===== src/rtl/secp256k1_addsub_mod_serial_param_pkg.sv =====
// Shared definitions for the secp256k1 word-serial field arithmetic units:
// the field prime, operation encodings, controller states and word-count helper.
package secp256k1_pkg;

    localparam logic [255:0] SECP_P =
        256'hFFFFFFFFFFFFFFFFFFFFFFFFFFFFFFFFFFFFFFFFFFFFFFFFFFFFFFFEFFFFFC2F;

    localparam logic OP_ADD = 1'b0;
    localparam logic OP_SUB = 1'b1;

    typedef enum logic [1:0] {
        ST_IDLE,
        ST_ACC,
        ST_CORR,
        ST_DONE
    } addsub_state_t;

    function automatic int nw(input int field_w, input int word_w);
        return field_w / word_w;
    endfunction

endpackage


===== src/rtl/secp256k1_addsub_mod_serial_param_if.sv =====
// Request/response bundle of the serial mod-p add/sub unit.
interface secp256k1_addsub_mod_serial_param_if #(
    parameter int FIELD_W = 256
);
    logic               start;
    logic               op;
    logic [FIELD_W-1:0] a;
    logic [FIELD_W-1:0] b;
    logic               busy;
    logic               done;
    logic [FIELD_W-1:0] result;

    modport master (output start, op, a, b, input busy, done, result);
    modport slave  (input start, op, a, b, output busy, done, result);
endinterface


===== src/rtl/secp256k1_addsub_mod_serial_param_word.sv =====
// One WORD_W-bit add/sub slice with carry/borrow in and out; cout is the
// carry for add and the borrow for sub.
module modarith_word_addsub #(
    parameter int WORD_W = 32
) (
    input  logic [WORD_W-1:0] x,
    input  logic [WORD_W-1:0] y,
    input  logic              cin,
    input  logic              sub,
    output logic [WORD_W-1:0] s,
    output logic              cout
);
    logic [WORD_W:0] r;

    always_comb begin
        if (sub) r = {1'b0, x} - {1'b0, y} - {{WORD_W{1'b0}}, cin};
        else     r = {1'b0, x} + {1'b0, y} + {{WORD_W{1'b0}}, cin};
    end

    assign s    = r[WORD_W-1:0];
    assign cout = r[WORD_W];
endmodule


===== src/rtl/secp256k1_addsub_mod_serial_param.sv =====
// Word-serial (a +/- b) mod P: one pass forms the raw sum/difference, a second
// pass forms the P-corrected value, and the final carry/borrow bits pick one.
module secp256k1_addsub_mod_serial_param
    import secp256k1_pkg::*;
#(
    parameter int                 WORD_W  = 32,
    parameter int                 FIELD_W = 256,
    parameter logic [FIELD_W-1:0] MODULUS = SECP_P
) (
    input logic clk,
    input logic rst,
    secp256k1_addsub_mod_serial_param_if.slave bus
);
    localparam int NW    = nw(FIELD_W, WORD_W);
    localparam int IDX_W = (NW > 1) ? $clog2(NW) : 1;

    addsub_state_t      state_q;
    logic [IDX_W-1:0]   idx_q;
    logic               chain_q;
    logic               ovf_q;
    logic               busy_q;
    logic               done_q;
    logic [FIELD_W-1:0] result_q;

    logic [FIELD_W-1:0] a_q;
    logic [FIELD_W-1:0] b_q;
    logic               op_q;
    logic [WORD_W-1:0]  s_bank_q [NW];
    logic [WORD_W-1:0]  t_bank_q [NW];

    logic [WORD_W-1:0]  a_word [NW];
    logic [WORD_W-1:0]  b_word [NW];
    logic [WORD_W-1:0]  p_word [NW];
    logic [FIELD_W-1:0] s_flat;
    logic [FIELD_W-1:0] t_flat;

    for (genvar g = 0; g < NW; g++) begin : g_words
        assign a_word[g] = a_q[g*WORD_W +: WORD_W];
        assign b_word[g] = b_q[g*WORD_W +: WORD_W];
        assign p_word[g] = MODULUS[g*WORD_W +: WORD_W];
        assign s_flat[g*WORD_W +: WORD_W] = s_bank_q[g];
        assign t_flat[g*WORD_W +: WORD_W] = t_bank_q[g];
    end

    logic [WORD_W-1:0] x_w, y_w, s_w;
    logic              sub_w, cout_w, last_w;

    // The correction pass undoes the first op: add then subtracts P, sub adds P back.
    always_comb begin
        x_w   = a_word[idx_q];
        y_w   = b_word[idx_q];
        sub_w = (op_q == OP_SUB);
        if (state_q == ST_CORR) begin
            x_w   = s_bank_q[idx_q];
            y_w   = p_word[idx_q];
            sub_w = (op_q == OP_ADD);
        end
    end

    assign last_w = (idx_q == IDX_W'(NW - 1));

    modarith_word_addsub #(.WORD_W(WORD_W)) u_word (
        .x    (x_w),
        .y    (y_w),
        .cin  (chain_q),
        .sub  (sub_w),
        .s    (s_w),
        .cout (cout_w)
    );

    always_ff @(posedge clk) begin
        if (state_q == ST_IDLE && bus.start) begin
            a_q  <= bus.a;
            b_q  <= bus.b;
            op_q <= bus.op;
        end
        if (state_q == ST_ACC)  s_bank_q[idx_q] <= s_w;
        if (state_q == ST_CORR) t_bank_q[idx_q] <= s_w;
    end

    always_ff @(posedge clk) begin
        if (rst) begin
            state_q  <= ST_IDLE;
            idx_q    <= '0;
            chain_q  <= 1'b0;
            ovf_q    <= 1'b0;
            busy_q   <= 1'b0;
            done_q   <= 1'b0;
            result_q <= '0;
        end else begin
            done_q <= 1'b0;
            case (state_q)
                ST_IDLE: begin
                    if (bus.start) begin
                        idx_q   <= '0;
                        chain_q <= 1'b0;
                        busy_q  <= 1'b1;
                        state_q <= ST_ACC;
                    end
                end
                ST_ACC: begin
                    if (last_w) begin
                        ovf_q   <= cout_w;
                        chain_q <= 1'b0;
                        idx_q   <= '0;
                        state_q <= ST_CORR;
                    end else begin
                        chain_q <= cout_w;
                        idx_q   <= idx_q + IDX_W'(1);
                    end
                end
                ST_CORR: begin
                    chain_q <= cout_w;
                    if (last_w) begin
                        idx_q   <= '0;
                        state_q <= ST_DONE;
                    end else begin
                        idx_q   <= idx_q + IDX_W'(1);
                    end
                end
                ST_DONE: begin
                    // Add keeps the raw sum only if it neither overflowed nor reached P.
                    if (op_q == OP_ADD) result_q <= (ovf_q || !chain_q) ? t_flat : s_flat;
                    else                result_q <= ovf_q ? t_flat : s_flat;
                    done_q  <= 1'b1;
                    busy_q  <= 1'b0;
                    state_q <= ST_IDLE;
                end
                default: state_q <= ST_IDLE;
            endcase
        end
    end

    assign bus.busy   = busy_q;
    assign bus.done   = done_q;
    assign bus.result = result_q;
endmodule


===== src/flat_wrapper.sv =====
// flat-port wrapper written by rule: the top's interface ports become plain ports
module secp256k1_addsub_mod_serial_param_flat import secp256k1_pkg::*;
#(
    parameter int                 WORD_W  = 32,
    parameter int                 FIELD_W = 256,
    parameter logic [FIELD_W-1:0] MODULUS = SECP_P
)
  (clk, rst, bus_start, bus_op, bus_a, bus_b, bus_busy, bus_done, bus_result);
  secp256k1_addsub_mod_serial_param_if #(.FIELD_W(FIELD_W)) bus_i ();
  input logic clk;
  input logic rst;
  input wire logic [$bits(bus_i.start)-1:0] bus_start;
  input wire logic [$bits(bus_i.op)-1:0] bus_op;
  input wire logic [$bits(bus_i.a)-1:0] bus_a;
  input wire logic [$bits(bus_i.b)-1:0] bus_b;
  output wire logic [$bits(bus_i.busy)-1:0] bus_busy;
  output wire logic [$bits(bus_i.done)-1:0] bus_done;
  output wire logic [$bits(bus_i.result)-1:0] bus_result;
  assign bus_i.start = bus_start;
  assign bus_i.op = bus_op;
  assign bus_i.a = bus_a;
  assign bus_i.b = bus_b;
  assign bus_busy = bus_i.busy;
  assign bus_done = bus_i.done;
  assign bus_result = bus_i.result;
  secp256k1_addsub_mod_serial_param #(.WORD_W(WORD_W), .FIELD_W(FIELD_W), .MODULUS(MODULUS)) u_core (.clk(clk), .rst(rst), .bus(bus_i));
endmodule

===== config.mk =====
export PLATFORM = sky130hd
export DESIGN_NAME = secp256k1_addsub_mod_serial_param_flat
export DESIGN_NICKNAME = d
export VERILOG_FILES = /design/src/rtl/secp256k1_addsub_mod_serial_param_pkg.sv /design/src/rtl/secp256k1_addsub_mod_serial_param_if.sv /design/src/rtl/secp256k1_addsub_mod_serial_param_word.sv /design/src/rtl/secp256k1_addsub_mod_serial_param.sv /design/src/flat_wrapper.sv
export SDC_FILE = /design/constraint.sdc
export NUM_CORES = 2
export LEC_CHECK = 0
export ABC_AREA = 1
export CELL_PAD_IN_SITES_DETAIL_PLACEMENT = 1
export CELL_PAD_IN_SITES_GLOBAL_PLACEMENT = 2
export CORE_ASPECT_RATIO = 1.25
export CORE_MARGIN = 2
export CORE_UTILIZATION = 39
export DETAILED_ROUTE_END_ITERATION = 10
export HOLD_SLACK_MARGIN = 0.02
export PLACE_DENSITY = 0.92
export RECOVER_POWER = 100
export REMOVE_ABC_BUFFERS = 1
export SETUP_SLACK_MARGIN = 0.3
export SLEW_MARGIN = 20
export SYNTH_ARGS = -nofsm -noshare
export SYNTH_HDL_FRONTEND = slang
export SYNTH_SLANG_ARGS = --single-unit

===== constraint.sdc =====
create_clock -name clk -period 42.2 [get_ports clk]
set_clock_uncertainty 0.15 [all_clocks]
set_input_delay 8.44 -clock clk [delete_from_list [all_inputs] [get_ports clk]]
set_output_delay 8.44 -clock clk [all_outputs]
set_load 0.005 [all_outputs]

* Word-level counts from Yosys, hierarchy flattened
Memory sizes are Yosys's and may differ from the RTL's. A register that Yosys moved wholly into a read port is not among the register bits. Cells that the tools add are included.
Word-level totals: bits in registers 778, bits in latches 0, bits in writable memories 512, memory bits (read-only) 256, input port bits 516, output and inout bits 258, word-level logic and storage cells 75, memories kept 3
Memory list:
- (name not given) | words 8, width 32, read ports 1, clocked after memory_dff 0, wr ports 0, line secp256k1_addsub_mod_serial_param.sv:55 | y_w = p_word[idx_q];
- u_core.s_bank_q | words 8, width 32, read ports 9, clocked after memory_dff 1, wr ports 1, line secp256k1_addsub_mod_serial_param.sv:28 | logic [WORD_W-1:0] s_bank_q [NW];
- u_core.t_bank_q | words 8, width 32, read ports 8, clocked after memory_dff 0, wr ports 1, line secp256k1_addsub_mod_serial_param.sv:29 | logic [WORD_W-1:0] t_bank_q [NW];
Cells by class: add/subtract/negate cells 5, $mul 0, div/mod/pow operators 0, order comparisons 1, equal/unequal tests 7, shifts and indexed selects 0, mux-type cells 34, bitwise operators 2, reductions and logical operators 13
Operators by type and width (number):
- 2-to-1 mux 256 bit | 3
- 2-to-1 mux 32 bit | 8
- binary-select mux 32 bit (select 3 bit) | 2
- adder 32 x 32 -> 33 bit | 1
- adder 33 x 1 -> 33 bit | 1
- 2-to-1 mux 33 bit | 1
- subtractor 32 x 32 -> 33 bit | 1
- subtractor 33 x 1 -> 33 bit | 1
- 2-to-1 mux 3 bit | 4
- 2-to-1 mux 1 bit | 9
- case mux 2 bit (4 select lines) | 1
- AND reduction 2 bit | 4
- 2-to-1 mux 2 bit | 3
- case mux 3 bit (2 select lines) | 1
- == test 2 bit, second input constant | 2
- greater-or-equal comparator 4 bit, second input constant | 1
- inequality test 2 x 1 -> 1 bit, second input constant | 2
- inverter 3 -> 4 bit | 1
- nonzero test 2 bit | 2
- adder 3 x 1 -> 3 bit, second input constant | 1
- == test 3 bit, second input constant | 1
- case mux 1 bit (3 select lines) | 1
- AND reduction 3 bit | 1
- nonzero test 3 bit | 1
- 9 further kinds | 9

* Longest topological paths before layout
depth after elaboration 10, depth in mapped cells 28

* By module
From an unflattened synthesis, not the netlist that was laid out.
Unflattened totals: cell total of the unflattened synthesis 6991, area, all modules 62409.9 um2
Modules (own cells, without submodules):
- secp256k1_addsub_mod_serial_param | times used 1, cells an instance 5815, area an instance 56570.5 um2
- modarith_word_addsub | times used 1, cells an instance 1176, area an instance 5839.4 um2

* Worst setup path after synthesis
No wires, ideal clock.
path type in2reg, start input bus_start, end register u_core.busy_q, in the netlist u_core.bus.busy, library setup time 0.107 ns, data arrival time 19.188 ns, required time 41.943 ns, setup slack 22.755 ns, cell stages on the path 4, buffers on the path 0, cells stage by stage nand2_1 -> inv_1 -> o21ai_0 -> a21oi_1
On the way: cells in the longest elaborated chain, start to end 2
RTL lines:
- start: declaration | line flat_wrapper.sv:12 | input wire logic [$bits(bus_i.start)-1:0] bus_start;
- inequality test 2 bit (no line)
- AND reduction 2 bit (no line)
- end signal: assignment | line secp256k1_addsub_mod_serial_param.sv:87 | busy_q <= 1'b0;
- end signal: assignment | line secp256k1_addsub_mod_serial_param.sv:97 | busy_q <= 1'b1;
- end signal: assignment | line secp256k1_addsub_mod_serial_param.sv:126 | busy_q <= 1'b0;
- end: declaration | line secp256k1_addsub_mod_serial_param.sv:21 | logic busy_q;
Every way passes these cells. A chain may end at the register's enable or synchronous reset.

* Worst setup path after layout
start input bus_start, end register u_core.a_q[150], enable pin
On the way: cells in the longest elaborated chain, start to end 1
RTL lines:
- logical AND 1 bit | line secp256k1_addsub_mod_serial_param.sv:72 | if (state_q == ST_IDLE && bus.start) begin
- end signal: assignment | line secp256k1_addsub_mod_serial_param.sv:73 | a_q <= bus.a;
- end: declaration | line secp256k1_addsub_mod_serial_param.sv:25 | logic [FIELD_W-1:0] a_q;
Every way passes these cells.

==> impl_metrics.prom <==
# TYPE chip_impl_metric gauge
chip_impl_info{name="outcome",value="finished, violations left"} 1
chip_impl_info{name="violations",value="capacitance limit, slew limit"} 1
chip_impl_metric{name="row_count",unit=""} 156
chip_impl_metric{name="post_synth_inst_count",unit=""} 5259
chip_impl_metric{name="timing_worst_slew_pin_value",unit="ps"} 7990
chip_impl_info{name="setup_repair_after_global_routing_missed_its_margin",value="no"} 1
chip_impl_metric{name="ctsHtreeMaxLevel",unit=""} 4
chip_impl_metric{name="drt-initial-drc-count",unit=""} 3572
chip_impl_metric{name="fin_tns_setup",unit="ps"} 0
chip_impl_metric{name="flow.area_growth_from_synthesis",unit="%"} 24.0
chip_impl_info{name="cp_common_cell",value="clkbuf_1"} 1
chip_impl_metric{name="synth_largest_type_area_fraction",unit=""} 0.543
chip_impl_metric{name="chipHeight",unit="um"} 430
chip_impl_metric{name="fin_total_pwr",unit="mW"} 6.52
chip_impl_info{name="cp-end-kind",value="flip-flop"} 1
chip_impl_metric{name="ys_ff_latch",unit=""} 1293
chip_impl_metric{name="hold_depth",unit=""} 2
chip_impl_metric{name="die_w",unit="um"} 345
chip_impl_metric{name="number_of_top_level_design_ports",unit=""} 774
chip_impl_info{name="rr_startpoint",value="u_core.state_q[0]"} 1
chip_impl_info{name="cts_tree",value="built"} 1
chip_impl_metric{name="syn_avg_cell_area",unit="sq um"} 10.8
chip_impl_info{name="worstHoldPathType",value="flip-flop to flip-flop"} 1
chip_impl_metric{name="clock-sinks",unit=""} 1293
chip_impl_metric{name="post_cts.repair.setup_buffers",unit=""} 0
chip_impl_metric{name="cap_viol_max_count",unit=""} 30
chip_impl_metric{name="arrival",unit="ps"} 21460
chip_impl_info{name="synth.area.top_cells",value="edfxtp_1, dfxtp_1, o21ai_0, a21oi_1, inv_1"} 1
chip_impl_metric{name="yosysWarnings",unit=""} 0
chip_impl_metric{name="placed_cell_area",unit="sq mm"} 0.0661
chip_impl_metric{name="yosysUniqueCellTypes",unit=""} 58
chip_impl_info{name="root_buffer",value="clkbuf_16"} 1
chip_impl_metric{name="drive_gt1_frac",unit=""} 0.0494
chip_impl_metric{name="pwr_density_cell",unit="mW/mm^2"} 92.7
chip_impl_info{name="synthFlopType",value="edfxtp_1"} 1
chip_impl_metric{name="clockBufferDepth",unit=""} 3
chip_impl_metric{name="ir_worst_vdd",unit="uV"} 61.1
chip_impl_metric{name="relSlewSlack",unit=""} -4.33
chip_impl_metric{name="cts_buffers",unit=""} 136
chip_impl_info{name="r2r-end",value="u_core.a_q[150]"} 1
chip_impl_metric{name="critical_path_buf_inv_count",unit=""} 4
chip_impl_metric{name="route.detailed.wl_per_inst",unit="um"} 27.6
chip_impl_metric{name="post-route-drc-count",unit=""} 0
chip_impl_metric{name="firstDrtPassIters",unit=""} 5
chip_impl_info{name="timing.critical_path.cells",value="dlygate4sd3_1, nand2_1, clkinvlp_2, clkbuf_1, clkbuf_1"} 1
chip_impl_metric{name="setup_slack",unit="ps"} 20880
chip_impl_info{name="worstHoldStart",value="u_core.bus.result[241]"} 1
chip_impl_metric{name="grt.total_usage",unit=""} 0.285
chip_impl_metric{name="finalMaxSlewViolations",unit=""} 1450
chip_impl_metric{name="p_leak",unit="nW"} 25.8
chip_impl_metric{name="wirelength",unit="um"} 219000
chip_impl_metric{name="detailedPlacementHpwl",unit="um"} 141000
chip_impl_metric{name="grt_max_degree",unit=""} 290
chip_impl_metric{name="syn_area",unit="sq mm"} 0.0567
chip_impl_metric{name="final.min_clock_period",unit="ps"} 21320
chip_impl_info{name="synth_top_cells_by_count",value="edfxtp_1, o21ai_0, a21oi_1"} 1
chip_impl_metric{name="globalRoute.totalOverflow",unit=""} 0
chip_impl_metric{name="max_clock_freq",unit="MHz"} 46.9
chip_impl_metric{name="hold_violations",unit=""} 0
chip_impl_metric{name="clk-insertion-delay-late",unit="ps"} 800
chip_impl_info{name="hold_end",value="u_core.bus.result[241]"} 1
chip_impl_info{name="timing.critical_path.from_type",value="input pin"} 1
chip_impl_metric{name="placement.setup.worst_slack",unit="ps"} 30130
chip_impl_metric{name="slowest_delay",unit="ps"} 5790
chip_impl_metric{name="hold_ws",unit="ps"} 391
chip_impl_metric{name="vias",unit=""} 46300
chip_impl_metric{name="timing.final.setup_violations",unit=""} 0
chip_impl_metric{name="first_pass_grt_wire_length",unit="um"} 316000
chip_impl_info{name="cpMaxStageDelayCell",value="clkbuf_1"} 1
chip_impl_metric{name="antenna_violating_nets_post_route",unit=""} 0
chip_impl_metric{name="cts.hold.buffers_added",unit=""} 0
chip_impl_info{name="worst_path_dominant_cell_family",value="buffers and inverters"} 1
chip_impl_metric{name="synth_async_sr_flop_share",unit=""} 0
chip_impl_metric{name="flop2flop_setup_slack",unit="ps"} 28410
chip_impl_info{name="timing_worst_setup_path_type",value="input pin to flip-flop"} 1
chip_impl_info{name="synth_top_cell_by_area",value="edfxtp_1"} 1
chip_impl_metric{name="io_buffers",unit=""} 773
chip_impl_metric{name="design.core.area",unit="sq mm"} 0.144
chip_impl_metric{name="floorplan.initialDensity",unit=""} 0.393
chip_impl_metric{name="gp_congestion",unit=""} 0.906
chip_impl_metric{name="reg2reg_depth",unit=""} 6
chip_impl_metric{name="critical_path.max_fanout",unit=""} 151
chip_impl_metric{name="critical_path_required",unit="ps"} 42350
chip_impl_metric{name="grt_pass1_vias",unit=""} 48800
chip_impl_info{name="synthMostInstantiatedCell",value="edfxtp_1"} 1
chip_impl_metric{name="clkSlewWorstSetupHoldPaths",unit="ps"} 60
chip_impl_metric{name="ys_seq_area_frac",unit=""} 0.637
chip_impl_metric{name="postCtsResizedCells",unit=""} 0
chip_impl_metric{name="initial_antenna_violation_count",unit=""} 76
chip_impl_metric{name="number_of_enable_type_register_cells_in_the_synthesized_netlist",unit=""} 1025
chip_impl_metric{name="die_area",unit="sq mm"} 0.149
chip_impl_metric{name="post-route-period-util",unit=""} 0.505
chip_impl_metric{name="nets",unit=""} 6490
chip_impl_metric{name="vias_per_cell",unit=""} 5.83
chip_impl_metric{name="finalInstanceArea",unit="sq mm"} 0.0704
## cells in the final DEF, fill, tap and decap left out, types with 16 or more instances in the layout
cell type	instances
a22o_1	80
a221oi_1	59
buf_4	34
o221ai_1	62
nand4_1	58
clkinv_2	18
dfxtp_1	264
clkbuf_16	139
clkinv_1	16
a22oi_1	44
nand3_1	82
nand2_1	385
a31oi_1	263
ha_1	98
nor2_1	235
o21ai_0	980
inv_1	458
edfxtp_1	1025
dlygate4sd3_1	773
diode_2	58
clkbuf_1	69
a21oi_1	637
nor2_4	16
## state kept, by name, summed over array words and instances (netlist names), named ones only
name               flops
u_core.a_q           256
u_core.b_q           256
u_core.bus.result    256
u_core.s_bank_q      256
u_core.t_bank_q      256
u_core.idx_q           3
u_core.state_q         2
u_core.bus.busy        1
u_core.bus.done        1
u_core.chain_q         1
u_core.op_q            1
u_core.ovf_q           1
## worst max path at each step
stage,from,end,slack (ps),cells past startpoint
after floorplan,bus_start,u_core.bus.busy,22690,4
after global placement,bus_start,u_core.a_q[118],30270,5
after detailed placement,bus_start,u_core.a_q[118],30130,5
after CTS,bus_start,u_core.a_q[150],30980,5
after global routing,bus_start,u_core.a_q[55],19860,5
final,bus_start,u_core.a_q[150],20880,5
## tightest hold or removal path: cells and delay by family, from the launching register on
family / cells / cell delay (ps)
AOI/OAI and AO/OA: 2 / 190
DFF: 1 / 300
## per-stage QoR
stage               cells   util
CTS                  7871  0.487
global placement     7628  0.458
detailed placement   7628  0.458
global route         7925  0.487
finish               7930  0.487
floorplan            4889      -
## cell type report
cell class | instances | area, sq um
Timing Repair Buffer | 844 | 8200
Antenna cell | 58 | 145
Inverter | 477 | 1820
Tap cell | 1896 | 2370
Clock inverter | 58 | 573
Sequential cell | 1293 | 36200
Multi-Input combinational cell | 3119 | 17300
Clock buffer | 185 | 3750
Fill cell | 15500 | 74100
## report_power, final
group / total [mW] / switching, mW / internal (mW)
Clock: 1.19 / 0.517 / 0.675
Combinational: 3.00 / 2.23 / 0.764
Sequential: 2.33 / 0.131 / 2.20
Total: 6.52 / 2.88 / 3.64
## per-layer routing
metal | global-route usage | part of all wire | up-vias | routed length, um
met5 | 0 | 0.00052 | - | 114
met4 | 0.175 | 0.064 | 20 | 14100
met3 | 0.0535 | 0.063 | 536 | 13800
met2 | 0.494 | 0.50 | 1866 | 109000
met1 | 0.326 | 0.37 | 23200 | 81700
li1 | - | - | 20700 | -
## cell families (layout without fill, tap and decap cells)
kind of cell / after synthesis / in the layout / synth area share
multiplexers: 1 / 1 / 0.000176
AO/OA/AOI/OAI: 2189 / 2189 / 0.218
XOR/XNOR: 7 / 7 / 0.00108
buffers and inverters: 847 / 1564 / 0.0589
adder cells (fa/ha/maj): 103 / 103 / 0.0232
AND/OR/NAND/NOR: 819 / 819 / 0.0617
flip-flops: 1293 / 1293 / 0.637
other: 0 / 58 / 0
(Power assumes the default switching activity.)
